### src/rtl/unary_add_n_if.sv
// Unary lane bundle: input pulses, downstream ready and the serial output pulse.
// Handshake: a unit moves on dout exactly when the cycle that produced it had dout_ready=1 in emit mode.
interface unary_add_n_if #(
  parameter int NUM_IN = 2
);
  logic [NUM_IN-1:0] din;
  logic              dout_ready;
  logic              dout;

  modport master (
    output din,
    output dout_ready,
    input  dout
  );

  modport slave (
    input  din,
    input  dout_ready,
    output dout
  );
endinterface

### src/rtl/unary_add_n.sv
// N-lane unary accumulator that counts input pulses, then replays the total as a
// serial unary pulse train under a ready handshake, with wrap or saturate overflow.
module unary_add_n #(
  parameter int NUM_IN   = 2,
  parameter int CNT_W    = 3,
  parameter int CARRY_W  = 4,
  parameter int SAT_MODE = 0
) (
  input  logic               clk,
  input  logic               rst_n,
  input  logic               en,
  input  logic               clr,
  input  logic               mode,
  unary_add_n_if.slave       bus,
  output logic               carry,
  output logic [CARRY_W-1:0] carry_cnt,
  output logic               sat_flag,
  output logic [CNT_W-1:0]   count,
  output logic               done
);

  logic [CNT_W:0]   pop;
  logic [CNT_W:0]   sum;
  logic [CNT_W-1:0] count_nxt;
  logic             emit_unit;

  always_comb begin
    pop = '0;
    for (int i = 0; i < NUM_IN; i++) begin
      pop = pop + (CNT_W+1)'(bus.din[i]);
    end
  end

  // One extra bit so the overflow (wrap or clip) is visible in sum[CNT_W].
  assign sum       = {1'b0, count} + pop;
  assign emit_unit = mode && bus.dout_ready && (count != '0);

  always_comb begin
    count_nxt = count;
    if (!mode) begin
      if ((SAT_MODE != 0) && sum[CNT_W]) begin
        count_nxt = '1;
      end else begin
        count_nxt = sum[CNT_W-1:0];
      end
    end else if (emit_unit) begin
      count_nxt = count - CNT_W'(1);
    end
  end

  always_ff @(posedge clk or negedge rst_n) begin
    if (!rst_n) begin
      count     <= '0;
      carry_cnt <= '0;
      bus.dout  <= 1'b0;
      carry     <= 1'b0;
      sat_flag  <= 1'b0;
      done      <= 1'b0;
    end else if (clr) begin
      count     <= '0;
      carry_cnt <= '0;
      bus.dout  <= 1'b0;
      carry     <= 1'b0;
      sat_flag  <= 1'b0;
      done      <= 1'b0;
    end else begin
      // Pulses default low; they are only raised on an enabled cycle below.
      bus.dout <= 1'b0;
      carry    <= 1'b0;
      if (en) begin
        count <= count_nxt;
        done  <= mode && (count_nxt == '0);
        if (!mode) begin
          if ((SAT_MODE == 0) && sum[CNT_W]) begin
            carry     <= 1'b1;
            carry_cnt <= carry_cnt + CARRY_W'(1);
          end
          if ((SAT_MODE != 0) && sum[CNT_W]) begin
            sat_flag <= 1'b1;
          end
        end else if (emit_unit) begin
          bus.dout <= 1'b1;
        end
      end
    end
  end

endmodule

### src/flat_wrapper.sv
// flat-port wrapper written by rule: the top's interface ports become plain ports
module unary_add_n_flat 
#(
  parameter int NUM_IN   = 2,
  parameter int CNT_W    = 3,
  parameter int CARRY_W  = 4,
  parameter int SAT_MODE = 0
)
  (clk, rst_n, en, clr, mode, carry, carry_cnt, sat_flag, count, done, bus_din, bus_dout_ready, bus_dout);
  unary_add_n_if #(.NUM_IN(NUM_IN)) bus_i ();
  input  logic clk;
  input  logic rst_n;
  input  logic en;
  input  logic clr;
  input  logic mode;
  output logic carry;
  output logic [CARRY_W-1:0] carry_cnt;
  output logic sat_flag;
  output logic [CNT_W-1:0] count;
  output logic done;
  input wire logic [$bits(bus_i.din)-1:0] bus_din;
  input wire logic [$bits(bus_i.dout_ready)-1:0] bus_dout_ready;
  output wire logic [$bits(bus_i.dout)-1:0] bus_dout;
  assign bus_i.din = bus_din;
  assign bus_i.dout_ready = bus_dout_ready;
  assign bus_dout = bus_i.dout;
  unary_add_n #(.NUM_IN(NUM_IN), .CNT_W(CNT_W), .CARRY_W(CARRY_W), .SAT_MODE(SAT_MODE)) u_core (.clk(clk), .rst_n(rst_n), .en(en), .clr(clr), .mode(mode), .bus(bus_i), .carry(carry), .carry_cnt(carry_cnt), .sat_flag(sat_flag), .count(count), .done(done));
endmodule
### config.mk
export PLATFORM = sky130hd
export DESIGN_NAME = unary_add_n_flat
export DESIGN_NICKNAME = d
export VERILOG_FILES = /design/src/rtl/unary_add_n_if.sv /design/src/rtl/unary_add_n.sv /design/src/flat_wrapper.sv
export SDC_FILE = /design/constraint.sdc
export NUM_CORES = 1
export LEC_CHECK = 0
export ABC_AREA = 1
export CAP_MARGIN = 40
export CORE_MARGIN = 2
export CORE_UTILIZATION = 45
export CTS_BUF_LIST = sky130_fd_sc_hd__clkbuf_2
export DETAILED_ROUTE_END_ITERATION = 6
export DONT_BUFFER_PORTS = 1
export PLACE_DENSITY_LB_ADDON = 0.08
export SYNTH_ARGS = -nofsm -noshare
export SYNTH_HDL_FRONTEND = slang
export SYNTH_SLANG_ARGS = --single-unit
export TNS_END_PERCENT = 1
### constraint.sdc
create_clock -name clk -period 3.7 [get_ports clk]
set_clock_uncertainty 0.05 [all_clocks]
set_input_delay 0.74 -clock clk [delete_from_list [all_inputs] [get_ports clk]]
set_output_delay 0.74 -clock clk [all_outputs]
set_load 0.02 [all_outputs]
# Word-level counts from Yosys, hierarchy flattened
# Index checks and enable logic that the tools add are counted.
# totals
register_bits	10
latch_bits	0
ramBits	0
rom_bits	0
in_bits	8
out_inout_bits	11
n_memories	0
# classes
n_addsub	4
mul	0
n_div	0
order_cmp	0
eq_ne	1
shifts	0
muxes	18
n_bitwise	0
reduce_logical	8
# op_table
cell	n
4-bit two-way mux	4
3-bit two-way mux	4
1-bit two-way mux	10
3-bit by 4-bit adder with 4-bit output	1
4-bit by 1-bit adder with 4-bit output (second input constant)	1
2-bit nonzero test	2
1-bit logical AND	3
3-bit zero test	1
3-bit AND reduction	1
3-bit nonzero test	1
3-bit by 1-bit subtractor with 3-bit output (second input constant)	1
1-bit by 1-bit adder with 2-bit output	1
2-bit != test (second input constant)	1

# Depth between registers and ports, before layout
# Gate-level depths: netlist of run 1.
# depth
depth_word	8
depth_mapped	11
depth_no_buf	11

# Worst setup path after synthesis of run 1
# No wires, ideal clock.
# synth_path
path_type	input to register
from	input bus_din[0]
to	register u_core.done
t_arrival_ns	2.120
required_ns	3.534
slack_ns	1.414
path_stages	9
path_cell_list	ha_1 ha_1 inv_1 fa_1 or2_2 nand3_2 nor2_1 nand2_1 nand2_1
# synth_via
elab_chain_cells	7
# synth_rtl
element	line_no	rtl
start: declaration	flat_wrapper.sv:21	input wire logic [$bits(bus_i.din)-1:0] bus_din;
1-bit by 1-bit adder with 2-bit output	unary_add_n.sv:30	pop = pop + (CNT_W+1)'(bus.din[i]);
3-bit by 4-bit adder with 4-bit output	unary_add_n.sv:35	assign sum = {1'b0, count} + pop;
3-bit two-way mux	unary_add_n.sv:40	if (!mode) begin
3-bit zero test	unary_add_n.sv:72	done <= mode && (count_nxt == '0);
1-bit logical AND	unary_add_n.sv:72	
1-bit two-way mux	unary_add_n.sv:70	if (en) begin
1-bit two-way mux	unary_add_n.sv:59	end else if (clr) begin
end signal: assignment	unary_add_n.sv:72	
end: declaration	unary_add_n.sv:19	output logic done
# Every way passes these cells. The select of a mux whose other input is x is not followed.
# A chain may end at the register's enable or synchronous reset.

# Final worst setup path of run 1
# Same ends and word-level chain as after synthesis.

==> results of run 1 <==
==> through the flow <==
stage / utilization / power (mW) / hold WS (ns)
floorplan: - / 0.1850 / 0.3944
global placement: 0.5009 / 0.1953 / 0.3946
detailed placement: 0.5009 / 0.1955 / 0.3946
CTS: 0.5150 / 0.2584 / 0.09751
global route: 0.5150 / 0.2748 / 0.07646
finish: 0.5150 / 0.2549 / 0.1072
==> where the power goes <==
group          switching [mW]  leakage, nW  internal (mW)  total [mW]
sequential             0.0185        0.136          0.117       0.135
clock                  0.0376       0.0140         0.0235      0.0611
combinational          0.0360        0.226         0.0224      0.0584
total                  0.0922        0.376          0.163       0.255
==> layout make-up <==
type,instances,area [um^2]
clock buffer,3,15.01
clock inverter,1,3.754
fill,148,646.9
inverter,10,37.54
multi-input combinational,61,361.6
sequential,10,250.2
tap,15,18.77
==> per-layer routing <==
| layer | vias to the layer above | share of wire | global-route usage |
|---|---|---|---|
| met4 | 0 | 0.0050 | 0.01875 |
| met1 | 214 | 0.51 | 0.2312 |
| met5 | - | 0 | 0 |
| met3 | 2 | 0.084 | 0.09483 |
| met2 | 18 | 0.40 | 0.1815 |
| li1 | 267 | - | - |
==> placed cells by master (no fill, tap or decap), drive strengths merged, types with 3 or more instances in the layout <==
cell / n
nand2: 21
inv: 10
nor2: 8
ha: 6
nand3: 12
dfrtp: 10
o21ai: 4
clkbuf: 3
==> state kept, by name (all words and copies together), names as in the netlist <==
name	flops
u_core.carry	1
u_core.bus.dout	1
u_core.carry_cnt	4
u_core.done	1
u_core.count	3
==> logic make-up (layout without fill, tap and decap cells) <==
kind of cell | Yosys count | count (layout) | synth area share
xor gates and xnor gates | 2 | 2 | 0.02667
DFF | 10 | 10 | 0.3810
adders and majority gates | 7 | 7 | 0.1448
and+or+nand+nor | 45 | 45 | 0.3181
other | 1 | 1 | 0.005709
AOI/OAI and AO/OA | 6 | 6 | 0.05523
buffers and inverters | 11 | 14 | 0.06858
==> synthesized netlist by cell type <==
master	number
o21ai_2	1
nand2_1	19
inv_1	8
inv_2	2
nor2_1	7
a21o_1	1
fa_1	1
nand3_1	11
conb_1	1
nand3b_1	2
dfrtp_1	10
nand2_2	2
nor2_2	1
o21ai_0	2
buf_4	1
nand3_2	1
a21oi_1	1
or2_1	1
or2_2	1
xor2_1	2
o21ai_1	1
ha_1	6
==> worst max-delay path by stage <==
stage | start | endpoint | cells past startpoint
floorplan | bus_din[0] | u_core.done$_DFFE_PN0P_ | 9
global placement | bus_din[0] | u_core.done$_DFFE_PN0P_ | 9
detailed placement | bus_din[0] | u_core.done$_DFFE_PN0P_ | 9
CTS | bus_din[0] | u_core.done$_DFFE_PN0P_ | 9
global route | bus_din[0] | u_core.count[2]$_DFFE_PN0P_ | 10
finish | bus_din[0] | u_core.done$_DFFE_PN0P_ | 9
==> metrics, run 1 <==
IO Count 19; critical path's slowest cell fa_1; TNS Setup 0 ns; total core area 1334 um^2; dpl ws 1.338 ns; Detailed Routing Iterations Pass 1 4; area grow syn2layout 4.571%; Power Density 371.1 nW/um^2; Peak Freq 483.3 MHz; Remaining Overflow, GRT 0; Final Cycle Share 0.5593; design area 686.9 um^2; first-pass GRT wire length 2021 um; sequential area share after synthesis 0.3810; DRC viols 0; Max-Cap Viols 0; clock tree sinks 10; Post-Synthesis Net Count 97; Final Setup Violations 0; Via density 5.010; CTS buffer count 3; family with the most delay on the worst path adder cells; post-CTS setup buffers 0; pin count of the biggest net entering global routing 11; Root Driver clkbuf_2; endpoints failing hold 0; R2R depth 8; CP arrival 2.18 ns; CP required 3.82 ns; VDD IR max 227.4 uV; Die Span X 42.21 um; total vias in the final route 501; worst-path maximum fanout 2; PostCTS Resize Cnt 0; #FFs+latches synth 10; # rows 13; Yosys cell types 22; Routed Wire Length 1199 um; # diodes 0; Non-Filler Instances 100; PortBufs 0; Critical Path Sink Type flop; Final Critical Period 2.069 ns; drt initial violations 11; Tightest Hold Check Type in2async; Setup crit start kind primary input; Mapped Cells 82; Buf/Inv on CP 1; vias in the first global route 431; CTS Buffer Depth 2; dpl cells 96; Synth warnings 0; antenna violations before repair 0; CP cell instances ha_1 > ha_1 > inv_1 > fa_1 > or2_2 > nand3_2 > nor2_1 > nand2_1 > nand2_1; wire per inst 11.99 um; Die Ht 42.21 um; GP Congestion 0.7911; initial core utilization 0.4925; nets@finish 101; CTS tree built; RSZ-0062 raised after global routing false; Slew Viols, Final 0; Crit Path Category in2reg; CTS H-tree depth 1; share of the synthesized area in the top cell type 0.3810; Routed Antenna Nets 0; hpwl dp 930.8 um; syn_area_per_cell 8.011 um^2; Clk pin slew, worst setup/hold paths 0.11 ns; Clock Latency Late Sink 0.26 ns; Die ar. 1781 um^2; ratio of cells with drive above 1 in the final layout 0.1294; dpl cell area 668.1 um^2; cell leakage power 0.3761 nW; CP max stage delay 0.39 ns; status finished, final reports clean; largest area contributor in the netlist dfrtp_1; RR Startpoint u_core.count[0]$_DFFE_PN0P_; CTS Hold Buffers Added 0; PnR worst setup slack 1.631 ns; top cells by area, synth dfrtp_1 (38%), ha_1 (11%), nand2_1 (11%); Worst R2R End u_core.done$_DFFE_PN0P_; all-layer global routing usage 0.1519; Mapped Area 656.9 um^2; Worst R2R Setup Slack 1.83 ns
Power figures use the tool's default switching activity.
==> run 2, diff against run 1 <==
clock period = 2.1 ns   (was 3.7 ns; I/O delays follow)
==> metrics, run 2 (synthesis gave the netlist of run 1 again) <==
share of total power in sequential cells 0.528 (-0.003); TNS Setup 0 ns (unchanged); Crit Path Category reg2reg; vias in the first global route 479 (+11%); endpoints failing hold 0 (unchanged); post-CTS setup buffers 0 (unchanged); DRC viols 0 (unchanged); design area 700.7 um^2 (+2.0%); # diodes 0 (unchanged); Setup crit start kind flop; PnR worst setup slack 0.2238 ns (-1.407 ns); sw power 0.1545 mW (+68%); Remaining Overflow, GRT 0 (unchanged); number of fill cells in the layout 138 (-6.8%); biggest registers after layout u_core.carry_cnt: 4 flops, u_core.count: 3 flops; dpl ws 0.04896 ns (-1.289 ns); Via density 5.158 (+3.0%); GP Congestion 0.7569 (-4.3%); Slew Viols, Final 0 (unchanged); cell leakage power 0.3838 nW (+2.1%); Die Span X 42.21 um (unchanged); all-layer global routing usage 0.1640 (+0.01206); CP most frequent cell nand2_1; Total Power 0.4438 mW (+74%); P_int 0.2893 mW (+78%); most frequent cells in the layout nand2_1 (19), nand3_1 (11), dfrtp_1 (10), inv_1 (8), nor2_1 (7); antenna violations before repair 0 (unchanged); Final Setup Violations 0 (unchanged); Critical Path Sink Type flop; VDD IR max 375.7 uV (+65%); CTS tree built; Worst Hold Margin 0.2083 ns (+0.1010 ns); R2R depth 7 (-1); Tightest Hold Check Type in2reg; first-pass GRT wire length 2201 um (+8.9%); Largest register FFs 4 (unchanged); Comb power frac 0.265 (+0.036); clock tree sinks 10 (unchanged); CTS Hold Buffers Added 1 (+1); Routed Wire Length 1246 um (+3.9%); hpwl dp 983.4 um (+5.7%); critical path's slowest cell dfrtp_1; Die Ht 42.21 um (unchanged); Final Critical Period 1.876 ns; wire per inst 12.34 um (+2.9%); Worst R2R End u_core.done$_DFFE_PN0P_; dpl cell area 675.6 um^2 (+1.1%); pin count of the biggest net entering global routing 11 (unchanged); total core area 1334 um^2 (unchanged); Peak Freq 533.0 MHz; CP cell instances inv_1 > fa_1 > or2_2 > nand3_2 > nor2_1 > nand2_1 > nand2_1; Worst R2R Setup Slack 0.22 ns (-1.61 ns); Hold EP u_core.carry$_DFF_PN0_; CTS H-tree depth 1 (unchanged); drt initial violations 3 (-8); Top reg by flops u_core.carry_cnt; ratio of cells with drive above 1 in the final layout 0.1395 (+0.01012); RR Startpoint u_core.count[1]$_DFFE_PN0P_; Net Sw Frac 0.3481 (-0.01343); nets@finish 103 (+2.0%); initial core utilization 0.4925 (unchanged); most common cell after layout, fill and taps aside nand2_1; WHS Path Cells 1; status finished, final reports clean; RSZ-0062 raised after global routing false; total vias in the final route 521 (+4.0%); Clock Latency Late Sink 0.24 ns (-0.02 ns); Power Density 633.4 nW/um^2 (+71%); IO Count 19 (unchanged); CTS buffer count 3 (unchanged); CP max stage delay 0.52 ns (+0.13 ns); Routed Antenna Nets 0 (unchanged); Root Driver clkbuf_2; Die ar. 1781 um^2 (unchanged); Clk pin slew, worst setup/hold paths 0.08 ns (-0.03 ns); worst-path maximum fanout 4 (+2); CP arrival 1.95 ns (-0.23 ns); Detailed Routing Iterations Pass 1 3 (-1); clock share of power 0.208 (-0.032); PortBufs 0 (unchanged); # rows 13 (unchanged); Max-Cap Viols 0 (unchanged); area grow syn2layout 6.667%; CP required 2.18 ns (-1.64 ns); CTS Buffer Depth 2 (unchanged); worst hold start clr; Final Cycle Share 0.8934; PostCTS Resize Cnt 0 (unchanged)
run 2: cell count changes in the layout (fill, tap and decap cells not counted), sizes merged:
cell / before / now
dlygate4sd3: 0 / 1
clkinv: 1 / 0
buf: 0 / 1
run 2: worst max path at each step:
stage | slack (ns) | cells after the start | from | end
finish | 0.22 | 7 | u_core.count[1]$_DFFE_PN0P_ | u_core.done$_DFFE_PN0P_
global route | 0.08 | 9 | u_core.count[1]$_DFFE_PN0P_ | u_core.done$_DFFE_PN0P_
CTS | 0.21 | 7 | u_core.count[1]$_DFFE_PN0P_ | u_core.done$_DFFE_PN0P_
detailed placement | 0.05 | 9 | bus_din[0] | u_core.done$_DFFE_PN0P_
global placement | 0.07 | 9 | bus_din[0] | u_core.done$_DFFE_PN0P_
floorplan | 0.13 | 9 | bus_din[0] | u_core.done$_DFFE_PN0P_
run 2: area by class of cell:
type | count | area [um^2] | share of cell area
multi-input combinational | 61 | 361.6 | 0.5161
sequential | 10 | 250.2 | 0.3571
inverter | 10 | 37.54 | 0.05357
tap | 15 | 18.77 | 0.02679
timing repair buffer | 2 | 17.52 | 0.02500
clock buffer | 3 | 15.01 | 0.02143
run 2: power groups by stage:
stage / Combinational, mW / Sequential, mW / Clock (mW)
2_1_floorplan: 0.0870 / 0.239 / 0
3_3_place_gp: 0.112 / 0.239 / 0
3_5_place_dp: 0.113 / 0.239 / 0
4_1_cts: 0.119 / 0.235 / 0.0957
5_1_grt: 0.143 / 0.236 / 0.103
6_report: 0.117 / 0.234 / 0.0921
run 2: routing by layer:
layer  share of wire  global-route usage  vias to the layer above
li1                -                   -                      269
met2            0.40              0.2246                       17
met1            0.52              0.2385                      233
met3           0.075             0.08190                        2
met5               0                   0                        -
met4          0.0056             0.01875                        0
run 2: through the flow:
step                  util  cells
detailed placement  0.5066     97
global route        0.5253    101
finish              0.5253    101
floorplan                -     82
global placement    0.5066     97
CTS                 0.5253    101
run 2: worst max-delay path: cells and delay by family, from the launching register on:
kind	cells	cell delay [ns]
buf+inv	1	0.17
fa+ha+maj	1	0.50
flops	1	0.52
simple gates	5	0.52
